--- src/rtl/mem_ctrl_pkg.sv ---
// Shared types, size codes and helpers for the unified byte-wide RAM port controller.
// Everything here is combinational and free of state.
package mem_ctrl_pkg;

  typedef logic [31:0] data_t;
  typedef logic [31:0] addr_t;

  localparam logic [5:0] MEM_SIZE_B = 6'd1;
  localparam logic [5:0] MEM_SIZE_H = 6'd2;
  localparam logic [5:0] MEM_SIZE_W = 6'd4;

  // addr[17:16] value selecting the memory-mapped IO window (0x30000 and up)
  localparam logic [1:0] RAM_IO_HI_DEFAULT = 2'b11;

  localparam data_t ZERO_WORD = 32'h0000_0000;
  localparam logic  TRUE      = 1'b1;
  localparam logic  FALSE     = 1'b0;

  // Anything that is not a byte or half-word access moves a full word.
  function automatic logic [2:0] beat_count(input logic [5:0] size);
    logic [2:0] n;
    if (size == MEM_SIZE_B)      n = 3'd1;
    else if (size == MEM_SIZE_H) n = 3'd2;
    else                         n = MEM_SIZE_W[2:0];
    return n;
  endfunction

  function automatic data_t extend_load(input data_t raw, input logic [2:0] n, input logic sgn);
    data_t r;
    case (n)
      3'd1:    r = {{24{sgn & raw[7]}},  raw[7:0]};
      3'd2:    r = {{16{sgn & raw[15]}}, raw[15:0]};
      default: r = raw;
    endcase
    return r;
  endfunction

endpackage

--- src/rtl/mem_ctrl_if.sv ---
// Requester and RAM-side signals of the memory controller, bundled as one bus.
// The controller takes the slave view; requesters and the RAM model take the master view.
interface mem_ctrl_if;
  import mem_ctrl_pkg::*;

  logic       in_rob_xbp;

  logic       in_if_flag;
  addr_t      in_if_addr;
  logic       out_if_done;
  data_t      out_if_data;

  logic       in_lsb_flag;
  addr_t      in_lsb_addr;
  logic [5:0] in_lsb_size;
  logic       in_lsb_signed;
  logic       out_lsb_done;
  data_t      out_lsb_data;

  logic       in_rob_flag;
  addr_t      in_rob_addr;
  logic [5:0] in_rob_size;
  data_t      in_rob_data;
  logic       out_rob_done;

  logic [7:0] mem_din;
  logic [7:0] mem_dout;
  addr_t      mem_a;
  logic       mem_wr;
  logic       io_buffer_full;

  modport slave (
    input  in_rob_xbp,
    input  in_if_flag, in_if_addr,
    output out_if_done, out_if_data,
    input  in_lsb_flag, in_lsb_addr, in_lsb_size, in_lsb_signed,
    output out_lsb_done, out_lsb_data,
    input  in_rob_flag, in_rob_addr, in_rob_size, in_rob_data,
    output out_rob_done,
    input  mem_din, io_buffer_full,
    output mem_dout, mem_a, mem_wr
  );

  modport master (
    output in_rob_xbp,
    output in_if_flag, in_if_addr,
    input  out_if_done, out_if_data,
    output in_lsb_flag, in_lsb_addr, in_lsb_size, in_lsb_signed,
    input  out_lsb_done, out_lsb_data,
    output in_rob_flag, in_rob_addr, in_rob_size, in_rob_data,
    input  out_rob_done,
    output mem_din, io_buffer_full,
    input  mem_dout, mem_a, mem_wr
  );

endinterface

--- src/rtl/mem_ctrl.sv ---
// Byte-serial owner of the unified RAM port: arbitrates store > load > fetch, splits each
// access into little-endian beats, reassembles/extends reads, honours flush and UART stalls.
module mem_ctrl
  import mem_ctrl_pkg::*;
#(
  parameter logic [1:0] RAM_IO_HI = RAM_IO_HI_DEFAULT
) (
  input  logic      clk,
  input  logic      rst,
  input  logic      rdy,
  mem_ctrl_if.slave bus
);

  localparam logic [1:0] S_IDLE  = 2'd0;
  localparam logic [1:0] S_STORE = 2'd1;
  localparam logic [1:0] S_LOAD  = 2'd2;
  localparam logic [1:0] S_FETCH = 2'd3;

  logic [1:0] state;

  // Per-requester pending flag and captured request fields
  logic       if_pend, lsb_pend, rob_pend;
  addr_t      if_addr_q, lsb_addr_q, rob_addr_q;
  logic [5:0] lsb_size_q, rob_size_q;
  logic       lsb_sgn_q;
  data_t      rob_data_q;

  // Working copy of the transaction being serviced
  addr_t      cur_addr;
  logic [2:0] cur_n;
  logic       cur_sgn;
  data_t      cur_wdata;
  logic [2:0] cnt;
  data_t      rbuf;

  logic       flush, if_req, lsb_req, rob_req, io_stall;
  logic [1:0] grant;
  addr_t      if_addr_v, lsb_addr_v, rob_addr_v;
  logic [5:0] lsb_size_v, rob_size_v;
  logic       lsb_sgn_v;
  data_t      rob_data_v;
  data_t      rbuf_next;

  // A pulse arriving this cycle competes alongside the registered pending flags, so the
  // field views bypass the capture registers when the pulse is present.
  always_comb begin
    flush   = bus.in_rob_xbp;
    if_req  = !flush && (if_pend  || bus.in_if_flag);
    lsb_req = !flush && (lsb_pend || bus.in_lsb_flag);
    rob_req = rob_pend || bus.in_rob_flag;

    if (rob_req)      grant = S_STORE;
    else if (lsb_req) grant = S_LOAD;
    else if (if_req)  grant = S_FETCH;
    else              grant = S_IDLE;

    if_addr_v  = bus.in_if_flag  ? bus.in_if_addr    : if_addr_q;
    lsb_addr_v = bus.in_lsb_flag ? bus.in_lsb_addr   : lsb_addr_q;
    lsb_size_v = bus.in_lsb_flag ? bus.in_lsb_size   : lsb_size_q;
    lsb_sgn_v  = bus.in_lsb_flag ? bus.in_lsb_signed : lsb_sgn_q;
    rob_addr_v = bus.in_rob_flag ? bus.in_rob_addr   : rob_addr_q;
    rob_size_v = bus.in_rob_flag ? bus.in_rob_size   : rob_size_q;
    rob_data_v = bus.in_rob_flag ? bus.in_rob_data   : rob_data_q;
  end

  // Byte k of a read arrives one cycle after its address, i.e. while cnt == k+1.
  always_comb begin
    // NOTE: every output of a combinational block gets a default first; a path that
    // leaves one unassigned would infer a latch.
    rbuf_next = rbuf;
    case (cnt)
      3'd1:    rbuf_next[7:0]   = bus.mem_din;
      3'd2:    rbuf_next[15:8]  = bus.mem_din;
      3'd3:    rbuf_next[23:16] = bus.mem_din;
      3'd4:    rbuf_next[31:24] = bus.mem_din;
      default: ;
    endcase
  end

  always_comb begin
    io_stall     = (state == S_STORE) && (cur_addr[17:16] == RAM_IO_HI) && bus.io_buffer_full;
    bus.mem_a    = ZERO_WORD;
    bus.mem_dout = 8'h00;
    bus.mem_wr   = FALSE;
    case (state)
      S_STORE: begin
        bus.mem_a    = cur_addr + addr_t'(cnt);
        bus.mem_dout = cur_wdata[{cnt[1:0], 3'b000} +: 8];
        bus.mem_wr   = rdy && !io_stall;
      end
      S_LOAD, S_FETCH: begin
        // The extra cycle that collects the last byte presents no new address.
        if (cnt < cur_n) bus.mem_a = cur_addr + addr_t'(cnt);
      end
      default: ;
    endcase
  end

  always_ff @(posedge clk) begin
    if (rst) begin
      state            <= S_IDLE;
      if_pend          <= FALSE;
      lsb_pend         <= FALSE;
      rob_pend         <= FALSE;
      if_addr_q        <= ZERO_WORD;
      lsb_addr_q       <= ZERO_WORD;
      rob_addr_q       <= ZERO_WORD;
      lsb_size_q       <= '0;
      rob_size_q       <= '0;
      lsb_sgn_q        <= FALSE;
      rob_data_q       <= ZERO_WORD;
      cur_addr         <= ZERO_WORD;
      cur_n            <= '0;
      cur_sgn          <= FALSE;
      cur_wdata        <= ZERO_WORD;
      cnt              <= '0;
      rbuf             <= ZERO_WORD;
      bus.out_if_done  <= FALSE;
      bus.out_if_data  <= ZERO_WORD;
      bus.out_lsb_done <= FALSE;
      bus.out_lsb_data <= ZERO_WORD;
      bus.out_rob_done <= FALSE;
    end else if (rdy) begin
      // NOTE: state updates use non-blocking assignments so every register samples
      // pre-edge values regardless of statement order.
      bus.out_if_done  <= FALSE;
      bus.out_lsb_done <= FALSE;
      bus.out_rob_done <= FALSE;

      if (bus.in_if_flag) if_addr_q <= bus.in_if_addr;
      if (bus.in_lsb_flag) begin
        lsb_addr_q <= bus.in_lsb_addr;
        lsb_size_q <= bus.in_lsb_size;
        lsb_sgn_q  <= bus.in_lsb_signed;
      end
      if (bus.in_rob_flag) begin
        rob_addr_q <= bus.in_rob_addr;
        rob_size_q <= bus.in_rob_size;
        rob_data_q <= bus.in_rob_data;
      end

      // The winner's flag drops as it enters its state; a flush kills fetch/load requests.
      if_pend  <= if_req  && !(state == S_IDLE && grant == S_FETCH);
      lsb_pend <= lsb_req && !(state == S_IDLE && grant == S_LOAD);
      rob_pend <= rob_req && !(state == S_IDLE && grant == S_STORE);

      case (state)
        S_IDLE: begin
          if (grant != S_IDLE) begin
            state <= grant;
            cnt   <= '0;
            rbuf  <= ZERO_WORD;
            case (grant)
              S_STORE: begin
                cur_addr  <= rob_addr_v;
                cur_n     <= beat_count(rob_size_v);
                cur_sgn   <= FALSE;
                cur_wdata <= rob_data_v;
              end
              S_LOAD: begin
                cur_addr <= lsb_addr_v;
                cur_n    <= beat_count(lsb_size_v);
                cur_sgn  <= lsb_sgn_v;
              end
              default: begin
                cur_addr <= if_addr_v;
                cur_n    <= MEM_SIZE_W[2:0];
                cur_sgn  <= FALSE;
              end
            endcase
          end
        end

        S_STORE: begin
          if (!io_stall) begin
            if (cnt == cur_n - 3'd1) begin
              bus.out_rob_done <= TRUE;
              state            <= S_IDLE;
              cnt              <= '0;
            end else begin
              cnt <= cnt + 3'd1;
            end
          end
        end

        S_LOAD, S_FETCH: begin
          if (flush) begin
            state <= S_IDLE;
            cnt   <= '0;
          end else begin
            rbuf <= rbuf_next;
            if (cnt == cur_n) begin
              state <= S_IDLE;
              cnt   <= '0;
              if (state == S_LOAD) begin
                bus.out_lsb_done <= TRUE;
                bus.out_lsb_data <= extend_load(rbuf_next, cur_n, cur_sgn);
              end else begin
                bus.out_if_done <= TRUE;
                bus.out_if_data <= rbuf_next;
              end
            end else begin
              cnt <= cnt + 3'd1;
            end
          end
        end

        default: state <= S_IDLE;
      endcase
    end
  end

endmodule

--- src/flat_wrapper.sv ---
// flat-port wrapper written by rule: the top's interface ports become plain ports
module mem_ctrl_flat import mem_ctrl_pkg::*;
#(
  parameter logic [1:0] RAM_IO_HI = RAM_IO_HI_DEFAULT
)
  (clk, rst, rdy, bus_in_rob_xbp, bus_in_if_flag, bus_in_if_addr, bus_out_if_done, bus_out_if_data, bus_in_lsb_flag, bus_in_lsb_addr, bus_in_lsb_size, bus_in_lsb_signed, bus_out_lsb_done, bus_out_lsb_data, bus_in_rob_flag, bus_in_rob_addr, bus_in_rob_size, bus_in_rob_data, bus_out_rob_done, bus_mem_din, bus_io_buffer_full, bus_mem_dout, bus_mem_a, bus_mem_wr);
  mem_ctrl_if bus_i ();
  input  logic clk;
  input  logic rst;
  input  logic rdy;
  input wire logic [$bits(bus_i.in_rob_xbp)-1:0] bus_in_rob_xbp;
  input wire logic [$bits(bus_i.in_if_flag)-1:0] bus_in_if_flag;
  input wire logic [$bits(bus_i.in_if_addr)-1:0] bus_in_if_addr;
  output wire logic [$bits(bus_i.out_if_done)-1:0] bus_out_if_done;
  output wire logic [$bits(bus_i.out_if_data)-1:0] bus_out_if_data;
  input wire logic [$bits(bus_i.in_lsb_flag)-1:0] bus_in_lsb_flag;
  input wire logic [$bits(bus_i.in_lsb_addr)-1:0] bus_in_lsb_addr;
  input wire logic [$bits(bus_i.in_lsb_size)-1:0] bus_in_lsb_size;
  input wire logic [$bits(bus_i.in_lsb_signed)-1:0] bus_in_lsb_signed;
  output wire logic [$bits(bus_i.out_lsb_done)-1:0] bus_out_lsb_done;
  output wire logic [$bits(bus_i.out_lsb_data)-1:0] bus_out_lsb_data;
  input wire logic [$bits(bus_i.in_rob_flag)-1:0] bus_in_rob_flag;
  input wire logic [$bits(bus_i.in_rob_addr)-1:0] bus_in_rob_addr;
  input wire logic [$bits(bus_i.in_rob_size)-1:0] bus_in_rob_size;
  input wire logic [$bits(bus_i.in_rob_data)-1:0] bus_in_rob_data;
  output wire logic [$bits(bus_i.out_rob_done)-1:0] bus_out_rob_done;
  input wire logic [$bits(bus_i.mem_din)-1:0] bus_mem_din;
  input wire logic [$bits(bus_i.io_buffer_full)-1:0] bus_io_buffer_full;
  output wire logic [$bits(bus_i.mem_dout)-1:0] bus_mem_dout;
  output wire logic [$bits(bus_i.mem_a)-1:0] bus_mem_a;
  output wire logic [$bits(bus_i.mem_wr)-1:0] bus_mem_wr;
  assign bus_i.in_rob_xbp = bus_in_rob_xbp;
  assign bus_i.in_if_flag = bus_in_if_flag;
  assign bus_i.in_if_addr = bus_in_if_addr;
  assign bus_out_if_done = bus_i.out_if_done;
  assign bus_out_if_data = bus_i.out_if_data;
  assign bus_i.in_lsb_flag = bus_in_lsb_flag;
  assign bus_i.in_lsb_addr = bus_in_lsb_addr;
  assign bus_i.in_lsb_size = bus_in_lsb_size;
  assign bus_i.in_lsb_signed = bus_in_lsb_signed;
  assign bus_out_lsb_done = bus_i.out_lsb_done;
  assign bus_out_lsb_data = bus_i.out_lsb_data;
  assign bus_i.in_rob_flag = bus_in_rob_flag;
  assign bus_i.in_rob_addr = bus_in_rob_addr;
  assign bus_i.in_rob_size = bus_in_rob_size;
  assign bus_i.in_rob_data = bus_in_rob_data;
  assign bus_out_rob_done = bus_i.out_rob_done;
  assign bus_i.mem_din = bus_mem_din;
  assign bus_i.io_buffer_full = bus_io_buffer_full;
  assign bus_mem_dout = bus_i.mem_dout;
  assign bus_mem_a = bus_i.mem_a;
  assign bus_mem_wr = bus_i.mem_wr;
  mem_ctrl #(.RAM_IO_HI(RAM_IO_HI)) u_core (.clk(clk), .rst(rst), .rdy(rdy), .bus(bus_i));
endmodule
--- config.mk ---
export PLATFORM = sky130hd
export DESIGN_NAME = mem_ctrl_flat
export DESIGN_NICKNAME = d
export VERILOG_FILES = /design/src/rtl/mem_ctrl_pkg.sv /design/src/rtl/mem_ctrl_if.sv /design/src/rtl/mem_ctrl.sv /design/src/flat_wrapper.sv
export SDC_FILE = /design/constraint.sdc
export NUM_CORES = 1
export LEC_CHECK = 0
export ABC_CLOCK_PERIOD_IN_PS = 3350
export BUFFER_PORTS_ARGS = -buffer_cell sky130_fd_sc_hd__buf_4
export CAP_MARGIN = 20
export CORE_UTILIZATION = 42
export DETAILED_ROUTE_END_ITERATION = 7
export GPL_TIMING_DRIVEN = 0
export PLACE_DENSITY = 0.72
export SYNTH_ARGS = -nofsm -noshare
export SYNTH_HDL_FRONTEND = slang
export SYNTH_SLANG_ARGS = --single-unit
--- constraint.sdc ---
create_clock -name clk -period 3.35 [get_ports clk]
set_clock_uncertainty 0.2 [all_clocks]
set_input_delay 0.335 -clock clk [delete_from_list [all_inputs] [get_ports clk]]
set_output_delay 0.335 -clock clk [all_outputs]
set_load 0.005 [all_outputs]
[Yosys cells after proc, flatten, opt, wreduce, memory -nomap -nowiden]
Index checks and enable logic that the tools add are counted.
Cells by class
  $add $sub $neg: 3
  order comparisons: 1
  eq/ne operators: 24
  shift operators: 1
  multiplexer cells: 52
  bitwise logic cells: 4
  reduce and logical (&&, ||, !) cells: 30
Operators by type and width (number)
  $pmux W32 S2: 4
  $mux W32: 7
  $mux W8: 5
  $add A32 B3 Y32: 1
  $shiftx A32 B6 Y8: 1
  $mux W3: 9
  $mux W2: 8
  $reduce_and A5 Y1: 3
  $mux W1: 14
  $eq A6 B1 Y1 const B: 2
  $eq A6 B2 Y1 const B: 2
  $mux W6: 2
  $logic_and A1 B1 Y1: 11
  $eq A2 B2 Y1 const B: 5
  $eq A3 B2 Y1 const B: 3
  $pmux W3 S3: 1
  $ne A2 B2 Y1 const B: 4
  $reduce_and A4 Y1: 2
  $eq A3 B1 Y1 const B: 2
  $eq A3 B3 Y1: 2
  $pmux W2 S3: 1
  $pmux W3 S2: 1
  $reduce_and A3 Y1: 2
  $logic_not A1 Y1: 5
  other kinds (12): 18
Word-level totals
  flip-flop bits (word level): 316
  input port bits: 157
  output and inout port bits: 108
  logic and storage cells: 137

[Longest topological paths before layout]
Gate-level depths: netlist of run 1.
  word-level depth: 9
  gate-level depth with buffers: 11
  gate-level depth less buffers: 8

[Worst setup path before layout of run 1]
No wires, ideal clock.
  path kind: register to output
  from: reg u_core.cnt[1]
  to: out bus_mem_a[12]
  data arrival time: 2244 ps
  data required time: 2815 ps
  setup slack: 571 ps
  stages on the path, launching flop included: 8
  buffers on the path: 1
  cell sequence: dfxtp_1 -> clkbuf_1 -> inv_1 -> fa_1 -> nor2b_1 -> o2111ai_1 -> or3_1 -> a21oi_1
Between the ends
  longest elaborated chain between the ends: 3
RTL lines
  start: declaration: line mem_ctrl.sv:33  | logic [2:0] cnt;
  start signal: assignment: line mem_ctrl.sv:181  | cnt <= cnt + 3'd1;
  start signal: assignment: line mem_ctrl.sv:203  | cnt <= cnt + 3'd1;
  $add A32 B3 Y32 / $lt A3 B3 Y1 (equally long branches): line mem_ctrl.sv:87, mem_ctrl.sv:93
  $mux W32: line mem_ctrl.sv:93  | if (cnt < cur_n) bus.mem_a = cur_addr + addr_t'(cnt);
  $pmux W32 S2 (*): line mem_ctrl.sv:85  | case (state)
  end: declaration: line flat_wrapper.sv:30  | output wire logic [$bits(bus_i.mem_a)-1:0] bus_mem_a;
Mark *: on every way between the ends. The rest lies on a longest branch, timed or not.

[Worst setup path in the final report of run 1]
  from: reg u_core.cnt[1]
  to: out bus_mem_a[14]
Same word-level chain as after synthesis.

==> results by group, run 1 <==
Outcome
  – Run status: finished, final reports clean

Logic synthesis
  – Synth Instances: between 1.5k and 2k
  – Post-synthesis sequential area ratio: 43.1%
  – Mux share of post-synthesis cell area: 10.4%
  – Cell variety after synth: 58
  – Share of flip-flops with an asynchronous set or reset: 0%
  – EDFF count, synth: 0
  – Compound-Gate Fraction of Synth Area: roughly 16%
  – Synth Area in Adders: ~1.3%
  – Largest family of logic cells by synthesized area: simple AND/OR/NAND/NOR gates
  – Post-synth net total: about 2k
  – Top FF cell, synth: dfxtp_1
  – Yosys warning count: 0
  – Post-Syn Area per Cell: 8.14 um^2
  – FF+latch count, synth: 316
  – Xor and xnor area share after synthesis: 1.66%
  – Mapped cell area: between 0.01 and 0.015 mm^2
  – Simple-Gate Fraction of Synth Area: approximately 23%

Die
  – Num rows: 68
  – Die Footprint: approximately 0.036 mm^2
  – I/O pins: 265
  – Core area: about 0.034 mm^2
  – Die X: 189 um
  – Die Y: roughly 190 um
  – Initial core utilization: between 40% and 50%

Place
  – PortBufs: roughly 260
  – Placed cell area: 0.0172 mm^2
  – Global placement routability congestion: 0.884
  – Detailed Place HPWL: ~36 mm
  – Post-Place Cells: about 2.5k

Timing
  – Final Hold Fails: 0
  – Final max-slew violation count: 0
  – Max_slew headroom: 42.5%
  – Period utilization: around 100%
  – FMAX: roughly 300 MHz
  – Worst Max-Slew Pin Slew: approximately 0.86 ns
  – Crit path time final: between 3 and 4 ns
  – Final setup fails: 0

Drt
  – Initial DRC count: roughly 1.3k
  – Vias per cell: 5.47
  – Antenna-violating nets left: 0
  – Routed WL: about 50 mm
  – Routed via count: about 15k
  – Routed len/inst: between 15 and 20 um
  – Drt drc: 0
  – Number of detailed-route iterations in the first pass: 6

GRT
  – Global-route met1 utilization: between 30% and 40%
  – Grt met2 use: 44.9%
  – First-pass GRT wire length: just under 80 mm
  – Largest net degree at the start of global routing: 15
  – GRT Total Usage: 27.3%
  – Antenna violations before repair: 2
  – Met3 Resource Use GR: between 4 and 5%
  – Busiest metal layer after global routing: met2
  – Vias in the first global route: 14.1k
  – GR Overflow Total: 0

Power
  – Peak supply drop: approximately 0.34 mV
  – Tot Pwr: approximately 9.7 mW
  – Pleak: 7.76 nW
  – Power Density: 489 mW/mm^2

Clock network
  – Clock sink total: between 300 and 400
  – Worst-path clk slew: about 0.06 ns
  – H-tree levels: 2
  – Root Buffer: clkbuf_16
  – Clk_lat worst skew: 0.53 ns
  – CTS tree: built
  – Cts bufs inserted: 36
  – Worst-case clock buffer depth: 3

Setup path
  – WS Path Type: flip-flop to output port
  – Critical Path RT: 2.81 ns
  – Setup crit end kind: output port
  – CP Launch Type: flip-flop
  – Worst EP arrival: approximately 2.8 ns
  – Critical Path Fanout Max: 10

Final layout
  – Layout Cells excl Fill: 2699
  – Final nets: 2388
  – FILL cells: 3036
  – Commonest non-fill, non-tap cell in the layout: nand2_1
  – Post-Layout Inst Area: 0.0198 mm^2
  – Leading cell types in the layout, fill and taps excluded: nand2_1, dfxtp_1, nor2_1, buf_4, a21oi_1
  – Share of cells above drive strength 1: between 10% and 20%
  – Area grow syn2layout: 35.0%

Worst hold path
  – Hold Path Class: primary input to flip-flop

Flow run
  – Max cap viols: 0
==> cell type report <==
type,count,area [um^2],area share (%)
multi-input cells,1321,7750,39.1
repair buffers,376,3110,15.7
flip-flops and latches,316,6330,32.0
plain buffers,145,674,3.41
inverters,20,78.8,0.398
diodes,2,5.00,0.0253
clock inverters,11,195,0.986
clock buffers,53,1090,5.48
well taps,455,569,2.88
==> synth_stat cells, drive strengths merged, types with 4 or more instances <==
| master | n | area, um^2 |
|---|---|---|
| nand2 | 330 | 1240 |
| dfxtp | 316 | 6330 |
| nor2 | 292 | 1100 |
| a21oi | 123 | 619 |
| a211oi | 118 | 886 |
| mux2i | 108 | 1080 |
| clkbuf | 95 | 357 |
| nor3 | 95 | 480 |
| buf | 50 | 297 |
| a22oi | 33 | 248 |
| o221ai | 32 | 280 |
| mux2 | 24 | 270 |
| inv | 20 | 75.1 |
| and2 | 16 | 100 |
| xnor2 | 16 | 140 |
| o21ai | 15 | 75.1 |
| ha | 14 | 175 |
| nand3 | 12 | 60.1 |
| nor2b | 10 | 62.6 |
| nor4 | 9 | 56.3 |
| xor2 | 9 | 78.8 |
| mux4 | 8 | 180 |
| nand4 | 7 | 43.8 |
| and4 | 6 | 52.6 |
| or3 | 6 | 37.5 |
| a31oi | 4 | 25.0 |
| nor3b | 4 | 30.0 |
==> critical path, stage by stage, from the launching register on <==
cell and delay, ns:
dfxtp_4 0.40, buf_8 0.17, clkinvlp_4 0.14, fa_2 0.38, nor2b_4 0.27, o2111ai_4 0.21, or3_1 0.35, a21oi_1 0.17
buf_4 0.13
==> cell families after synthesis <==
logic type | after synthesis
xor+xnor | 26
compound gates | 342
buf+inv | 165
simple gates | 797
fa+ha+maj | 15
flops | 316
mux | 140
==> where the power goes <==
| part | leakage [nW] | internal, mW | switching [mW] |
|---|---|---|---|
| combinational | 4.55 | 0.582 | 0.769 |
| clock | 0.631 | 2.64 | 1.61 |
| sequential | 2.58 | 3.94 | 0.136 |
| total | 7.76 | 7.16 | 2.52 |
==> per-layer routing <==
metal	wire (um)	up-vias
li1	-	7104
met1	21700	6967
met2	23300	582
met5	0	-
met4	1570	0
met3	3750	102
==> timing repair <==
item | 4_1_cts | 5_1_grt
gates cloned | 0 | 1
gates resized for setup | 18 | 22
hold buffers | 115 | 0
endpoints found under the setup margin | 43 | 29
setup buffers | 0 | 2
hold endpoints to repair | 121 | 0
pin swaps | 1 | 7
==> sequential cells by signal, summed over array words and instances (netlist names) <==
register                 flops
u_core.if_pend               1
u_core.lsb_size_q            6
u_core.bus.out_lsb_data     32
u_core.cnt                   3
u_core.cur_addr             32
u_core.state                 2
u_core.cur_sgn               1
u_core.cur_wdata            32
u_core.bus.out_rob_done      1
u_core.lsb_pend              1
u_core.cur_n                 3
u_core.rob_data_q           32
u_core.bus.out_if_data      32
u_core.lsb_sgn_q             1
u_core.rob_addr_q           32
u_core.rbuf                 32
u_core.lsb_addr_q           32
u_core.bus.out_if_done       1
u_core.if_addr_q            32
u_core.bus.out_lsb_done      1
u_core.rob_pend              1
u_core.rob_size_q            6
==> per-stage QoR <==
| stage | utilization (%) | setup WS [ns] | hold slack, ns | setup TNS [ns] |
|---|---|---|---|---|
| 2_1_floorplan | - | 0.571 | 0.236 | 0 |
| 3_3_place_gp | 49.9 | -0.135 | 0.240 | -1.10 |
| 3_5_place_dp | 49.9 | -0.215 | 0.246 | -2.64 |
| 4_1_cts | 57.2 | 0.00989 | 0.0286 | 0 |
| 5_1_grt | 57.5 | -0.0202 | 0.0437 | -0.0263 |
| 6_report | 57.5 | 0.0626 | 0.0410 | 0 |
==> final timing paths <==
kind	cells after the start	startpoint	to	slack [ns]
setup reg to reg	10	u_core.cnt[0]	u_core.bus.out_lsb_data[26]	0.34
hold / removal	3	bus_in_if_addr[25]	u_core.if_addr_q[25]	0.04
hold reg to reg	2	u_core.rob_data_q[10]	u_core.rob_data_q[10]	0.25
setup / recovery	8	u_core.cnt[1]	bus_mem_a[14]	0.06
Power figures use the tool's default switching activity.
==> run 2: changes to the inputs <==
MAX_ROUTING_LAYER = met4   (was default)
==> run 2 against run 1 <==
  * Sequential power hardly changed
  * Die area unchanged
  * Largest power group is now registers
  * Wire length down 0.83%
  * Critical endpoint is now bus_mem_a[2]
  * Critical path type unchanged
  * Core utilization fell by 0.46 points
  * Hold slack got worse by 0.0015 ns
  * Register-to-register slack worse by 0.08 ns
  * Combinational power about the same
  * Maximum frequency fell by 0.47%
  * Clock-buffer cell count shrank 8
==> results by group, run 2 (synthesis results as in run 1) <==
Outcome
  – Run status: finished, final reports clean

Timing
  – Crit path time final: 3.30 ns (+0.0155 ns)
  – Worst Max-Slew Pin Slew: 0.868 ns (+0.00612 ns)
  – RSZ-0062 raised after global routing: no
  – Hold_ws: 0.0395 ns (-0.00148 ns)
  – Final Hold Fails: 0 (unchanged)
  – Final setup fails: 0 (unchanged)
  – Final max-slew violation count: 0 (unchanged)
  – FMAX: 303 MHz (-0.47%)
  – Max_slew headroom: 42.1% (-0.41 points)
  – Period utilization: 98.6% (+0.46 points)

Drt
  – Vias per cell: 5.48 (+0.30%)
  – Drt drc: 0 (unchanged)
  – Met2 WL: 22.9 mm (-1.9%)
  – Number of detailed-route iterations in the first pass: 6 (unchanged)
  – DR top layer: met4
  – Routed len/inst: 18.5 um (-0.72%)
  – Antenna-violating nets left: 0 (unchanged)
  – Met3 Wirelength: 3.40 mm (-9.5%)
  – M1 wire length: 22.1 mm (+1.8%)
  – Routed via count: 14.8k (+0.19%)
  – Routed WL: 49.9 mm (-0.83%)
  – Initial DRC count: 1240 (-4.8%)

Setup path
  – Reg-to-reg critical path endpoint: u_core.bus.out_lsb_data[30]
  – Reg2Reg Setup Slack: 0.26 ns (-0.08 ns)
  – Setup crit end kind: output port
  – Reg-to-Reg Start: u_core.cnt[0]
  – Reg2Reg Depth: 10 (unchanged)
  – Worst EP arrival: 2.77 ns (+0.02 ns)
  – Critical Path RT: 2.81 ns (about the same)
  – CP Launch Type: flip-flop
  – WS Path Type: flip-flop to output port
  – Critical Path Fanout Max: 10 (unchanged)

Clock network
  – Root Buffer: clkbuf_16
  – H-tree levels: 2 (unchanged)
  – CTS tree: built
  – Clock sink total: 316 (unchanged)
  – Worst-path clk slew: 0.06 ns (about the same)
  – Cts bufs inserted: 35 (-2.8%)
  – Worst-case clock buffer depth: 3 (unchanged)
  – Post-CTS setup buffers: 0 (unchanged)
  – Clk_lat worst skew: 0.53 ns (about the same)

GRT
  – Vias in the first global route: 13.8k (-1.5%)
  – GRT Total Usage: 27.8% (+0.43 points)
  – First-pass GRT wire length: 76.1 mm (-1.5%)
  – GR Overflow Total: 0 (unchanged)
  – Antenna violations before repair: 4 (+2)
  – Largest net degree at the start of global routing: 15 (unchanged)

Worst hold path
  – Min-delay src: bus_in_if_addr[6]
  – Hold path cells: 3 (unchanged)
  – Hold Path Class: primary input to flip-flop
  – Hold Path Sink: u_core.if_addr_q[6]

Power
  – Internal: 6.87 mW (-4.0%)
  – Logic pwr share: 14.4% (+0.4 points)
  – Power Density: 476 mW/mm^2 (-2.5%)
  – Peak supply drop: 0.285 mV (-16%)
  – Tot Pwr: 9.36 mW (-3.3%)
  – Pleak: 7.69 nW (-0.94%)
  – Sw Ratio: 26.5% (+0.53 points)
  – Flop pwr share: 43.5% (+1.4 points)
  – NetSw: 2.48 mW (-1.3%)
  – Clock power frac: 42.1% (-1.8 points)

Die
  – Initial core utilization: 42.6% (unchanged)
  – I/O pins: 265 (unchanged)
  – Core area: 0.0345 mm^2 (unchanged)
  – Die X: 189 um (unchanged)
  – Die Y: 189 um (unchanged)
  – Die Footprint: 0.0357 mm^2 (unchanged)
  – Num rows: 68 (unchanged)

Final layout
  – Layout Cells excl Fill: 2696 (-0.11%)
  – Commonest non-fill, non-tap cell in the layout: nand2_1
  – Final nets: 2385 (-0.13%)
  – Leading cell types in the layout, fill and taps excluded: nand2_1, dfxtp_1, nor2_1, buf_4, a21oi_1
  – Share of cells above drive strength 1: 18.7% (-0.23 points)
  – Area grow syn2layout: 33.9%

Place
  – Post-Place Cells: 2515 (unchanged)
  – Global placement routability congestion: 0.885 (+0.11%)
  – PortBufs: 259 (unchanged)
  – Detailed Place HPWL: 36.5 mm (about the same)

Flow run
  – Max cap viols: 0 (unchanged)
==> run 2: what timing repair did <==
item                                   in CTS  in global routing
pin swaps                                   1                  4
gates resized for setup                    17                 18
endpoints found under the hold margin     123                  0
gates cloned                                0                  1
setup endpoints to repair                  42                 29
hold buffers                              115                  0
==> run 2: through the flow <==
step | cell area [um^2] | util, % | setup TNS [ns] | setup slack (ns)
final | 19600 | 57.0 | 0 | 0.0471
after global routing | 19600 | 57.0 | 0 | 0.00691
after CTS | 19600 | 56.8 | 0 | 0.00526
after detailed placement | 17200 | 49.9 | -1.85 | -0.149
after global placement | 17200 | 49.9 | -1.20 | -0.141
after floorplan | 14700 | - | 0 | 0.571
==> run 2: layout make-up <==
| cell class | instances | area (um^2) |
|---|---|---|
| buffer | 145 | 673 |
| inverter | 20 | 75.1 |
| clock buffer | 45 | 965 |
| sequential | 316 | 6330 |
| antenna | 4 | 10.0 |
| fill | 3129 | 14800 |
| tap | 455 | 569 |
| clock inverter | 16 | 203 |
| multi-input combinational | 1321 | 7720 |
| timing repair buffer | 374 | 3100 |
==> run 2: worst max-delay path by stage <==
stage / startpoint / endpoint / slack, ns / depth (start not counted)
CTS: u_core.cnt[1] / bus_mem_a[30] / 0.005 / 9
global placement: u_core.cnt[1] / bus_mem_a[12] / -0.14 / 8
finish: u_core.cnt[0] / bus_mem_a[2] / 0.05 / 9
floorplan: u_core.cnt[1] / bus_mem_a[12] / 0.57 / 7
global route: u_core.cnt[1] / bus_mem_a[16] / 0.007 / 9
detailed placement: u_core.cnt[1] / bus_mem_a[30] / -0.15 / 9
==> run 2: layer usage <==
metal | up-vias | track usage, %
li1 | 7089 | -
met1 | 6968 | 36.9
met4 | 0 | 9.71
met2 | 618 | 43.4
met3 | 108 | 3.58
met5 | - | -
==> run 2: power groups by stage <==
stage / Combinational [mW] / Clock [mW] / Sequential [mW]
final: 1.35 / 3.94 / 4.07
after global routing: 1.45 / 4.16 / 4.09
after CTS: 1.32 / 3.97 / 4.06
after detailed placement: 1.20 / 0 / 4.14
after global placement: 1.18 / 0 / 4.13
after floorplan: 0.726 / 0 / 4.10
==> run 2: worst max-delay path, cell delays in order (launching register included) <==
cell	delay, ns
dfxtp_4	0.38
buf_4	0.20
inv_1	0.12
ha_1	0.17
nor2b_1	0.05
o21ai_0	0.31
a31oi_4	0.23
buf_4	0.24
nor3_1	0.37
buf_4	0.19
==> run 3: changes to the inputs <==
ABC_AREA = 1   (was default)
PLACE_DENSITY = 0.71   (was 0.72)
==> run 3 against run 2 <==
  * Area after synthesis rose by 8.4%
  * Global-route usage rose by 1.6 points
  * Worst setup slack gained 0.11 ns
  * Critical path type unchanged
  * Largest cell class unchanged
  * Largest power group unchanged
  * Highest routed layer unchanged
==> results by group, run 3 <==
Outcome
  – Run status: finished, final reports clean

Final layout
  – Register area: 0.00633 mm^2 (about the same)
  – Commonest non-fill, non-tap cell in the layout: nand2_1
  – Share of cells above drive strength 1: 15.4% (-3.4 points)
  – Leading cell types in the layout, fill and taps excluded: nand2_1, a21oi_1, dfxtp_1, o21ai_0, nor2_1
  – Final nets: 3016 (+26%)
  – Area grow syn2layout: 30.5%
  – Layout Cells excl Fill: 3376 (+25%)
  – FILL cells: 3613 (+15%)
  – Area occupied by multi-input gates: 0.00781 mm^2 (+1.2%)

Logic synthesis
  – FF+latch count, synth: 316 (unchanged)
  – Top cells by area in the synthesized netlist: dfxtp_1, nand2_1, a21oi_1, o21ai_0, nor2_1
  – Most instantiated library cell after synthesis: nand2_1
  – Share of flip-flops with an asynchronous set or reset: 0% (unchanged)
  – EDFF count, synth: 0 (unchanged)
  – Synth cell count leaders: nand2_1, a21oi_1, dfxtp_1
  – Cell variety after synth: 42 (-28%)
  – Top FF cell, synth: dfxtp_1
  – Synth top area share: 39.8% (-3.3 points)
  – Mapped cell area: 0.0159 mm^2 (+8.4%)
  – Area leader, netlist: dfxtp_1
  – Post-Syn Area per Cell: 6.50 um^2 (-20%)
  – Post-synth net total: 2616 (+33%)
  – Yosys warning count: 0 (unchanged)
  – Post-synthesis sequential area ratio: 39.8% (-3.3 points)
  – Synth Instances: 2444 (+36%)

Die
  – Die X: 197 um (+4.0%)
  – Core area: 0.0370 mm^2 (+7.3%)
  – Initial core utilization: 43.0% (+0.43 points)
  – I/O pins: 265 (unchanged)
  – Num rows: 70 (+2.9%)
  – Die Footprint: 0.0386 mm^2 (+8.3%)
  – Die Y: 197 um (+4.0%)

Timing
  – FMAX: 313 MHz (+3.3%)
  – Period utilization: 95.4% (-3.2 points)
  – Worst Max-Slew Pin Slew: 1.14 ns (+0.273 ns)
  – Max_slew headroom: 23.9% (-18 points)
  – Final setup fails: 0 (unchanged)
  – RSZ-0062 raised after global routing: no
  – Crit path time final: 3.20 ns (-0.106 ns)
  – Final max-slew violation count: 0 (unchanged)
  – Final Hold Fails: 0 (unchanged)

Drt
  – Routed len/inst: 16.9 um (-8.9%)
  – Vias per cell: 5.23 (-4.6%)
  – Drt drc: 0 (unchanged)
  – Number of detailed-route iterations in the first pass: 6 (unchanged)
  – Routed WL: 57.0 mm (+14%)
  – Initial DRC count: 1442 (+16%)
  – Routed via count: 17.7k (+19%)
  – Antenna-violating nets left: 0 (unchanged)

Flow run
  – Max cap viols: 0 (unchanged)

Power
  – Clock power frac: 39.4% (-2.7 points)
  – NetSw: 2.94 mW (+19%)
  – Peak supply drop: 0.352 mV (+23%)
  – Sw Ratio: 29.7% (+3.2 points)
  – Flop pwr share: 41.7% (-1.8 points)
  – Logic pwr share: 18.9% (+4.5 points)
  – Power Density: 477 mW/mm^2 (+0.22%)
  – Pleak: 9.38 nW (+22%)
  – Internal: 6.95 mW (+1.2%)
  – Tot Pwr: 9.90 mW (+5.8%)

Worst hold path
  – Hold Path Class: primary input to flip-flop
  – Min-delay src: bus_in_lsb_addr[25]

Clock network
  – H-tree levels: 2 (unchanged)
  – Clk_lat worst skew: 0.54 ns (about the same)
  – Worst-case clock buffer depth: 3 (unchanged)
  – CTS tree: built
  – Root Buffer: clkbuf_16
  – Cts bufs inserted: 37 (+5.7%)
  – Worst-path clk slew: 0.06 ns (about the same)
  – Clock sink total: 316 (unchanged)

GRT
  – GRT Total Usage: 29.4% (+1.6 points)
  – GR Overflow Total: 0 (unchanged)
  – First-pass GRT wire length: 86.8 mm (+14%)
  – Vias in the first global route: 16.2k (+17%)
  – Antenna violations before repair: 1 (-3)
  – Largest net degree at the start of global routing: 19 (+4)

Place
  – Detailed Place HPWL: 42.7 mm (+17%)
  – Post-Place Cells: 3210 (+28%)
  – Global placement routability congestion: 0.926 (+4.6%)
  – PortBufs: 262 (+1.2%)

Setup path
  – WS Path Type: flip-flop to output port
  – Critical Path Fanout Max: 11 (+1)
  – Reg2Reg Setup Slack: 0.57 ns (+0.31 ns)
  – Setup crit end kind: output port
  – Critical Path RT: 2.81 ns (about the same)
  – Worst EP arrival: 2.66 ns (-0.11 ns)
  – Worst setup startpoint: u_core.cnt[1]
  – CP Launch Type: flip-flop
  – Reg-to-Reg Start: u_core.cnt[0]
==> run 3: power by group through the flow <==
stage | sequential (mW) | clock (mW) | combinational (mW)
finish | 4.13 | 3.90 | 1.87
global route | 4.15 | 4.10 | 2.06
CTS | 4.12 | 3.93 | 1.83
detailed placement | 4.20 | 0 | 1.73
global placement | 4.20 | 0 | 1.69
floorplan | 4.15 | 0 | 1.05
==> run 3: kinds of logic (layout without fill, tap and decap cells) <==
logic type / Yosys count / in the layout / share of synthesized area, %
flops: 316 / 316 / 39.8
fa+ha+maj: 15 / 15 / 1.23
compound gates: 683 / 683 / 22.5
simple gates: 978 / 978 / 24.3
buf+inv: 439 / 866 / 11.4
mux: 13 / 13 / 0.819
other cells: 0 / 1 / 0
==> run 3: what timing repair did <==
action / CTS / global route
hold buffers: 98 / 0
setup endpoints to repair: 32 / 17
buffers inserted: 2 / 0
cloned: 0 / 0
resized for setup: 12 / 7
pin swaps: 1 / 3
endpoints found under the hold margin: 103 / 0
==> run 3: stage by stage <==
| step | hold WS [ns] | setup WS, ns | setup TNS [ns] | util (%) | cell area, um^2 |
|---|---|---|---|---|---|
| 2_1_floorplan | 0.229 | 0.619 | 0 | - | 15900 |
| 3_3_place_gp | 0.238 | -0.267 | -1.95 | 50.0 | 18500 |
| 3_5_place_dp | 0.244 | -0.276 | -2.10 | 50.0 | 18500 |
| 4_1_cts | 0.00240 | 0.0116 | 0 | 56.0 | 20700 |
| 5_1_grt | 0.0310 | 0.00384 | 0 | 56.1 | 20700 |
| 6_report | 0.000186 | 0.153 | 0 | 56.1 | 20700 |
==> run 3: metal layers <==
| layer | GRT usage (%) | vias up | share of wire (%) |
|---|---|---|---|
| met2 | 46.4 | 715 | 45 |
| met5 | - | - | 0 |
| li1 | - | 8644 | - |
| met4 | 9.20 | 0 | 3.0 |
| met1 | 39.5 | 8200 | 45 |
| met3 | 3.03 | 103 | 7.1 |
==> run 3: path summary, 6_finish.rpt <==
check,to,depth (start not counted)
setup / recovery,bus_mem_a[16],10
hold / removal,u_core.lsb_addr_q[25],5
setup reg to reg,u_core.bus.out_lsb_data[31],11
hold reg to reg,u_core.rob_addr_q[0],2
==> run 3: worst max-delay path, stage by stage, from the launching register on <==
cell      delay [ns]
dfxtp_4         0.41
buf_6           0.18
clkinv_4        0.14
fa_2            0.41
o21ai_4         0.25
nand3_2         0.15
nor2_2          0.15
buf_4           0.13
a21oi_1         0.05
o21a_1          0.12
buf_4           0.13
==> run 3: area by class of cell <==
cell class,instances,share of cell area [%]
sequential,316,30.5
clock buffer,58,5.18
tap,504,3.04
timing repair buffer,362,14.3
multi-input combinational,1689,37.6
inverter,287,5.24
buffer,151,3.54
antenna,1,0.0121
clock inverter,8,0.513
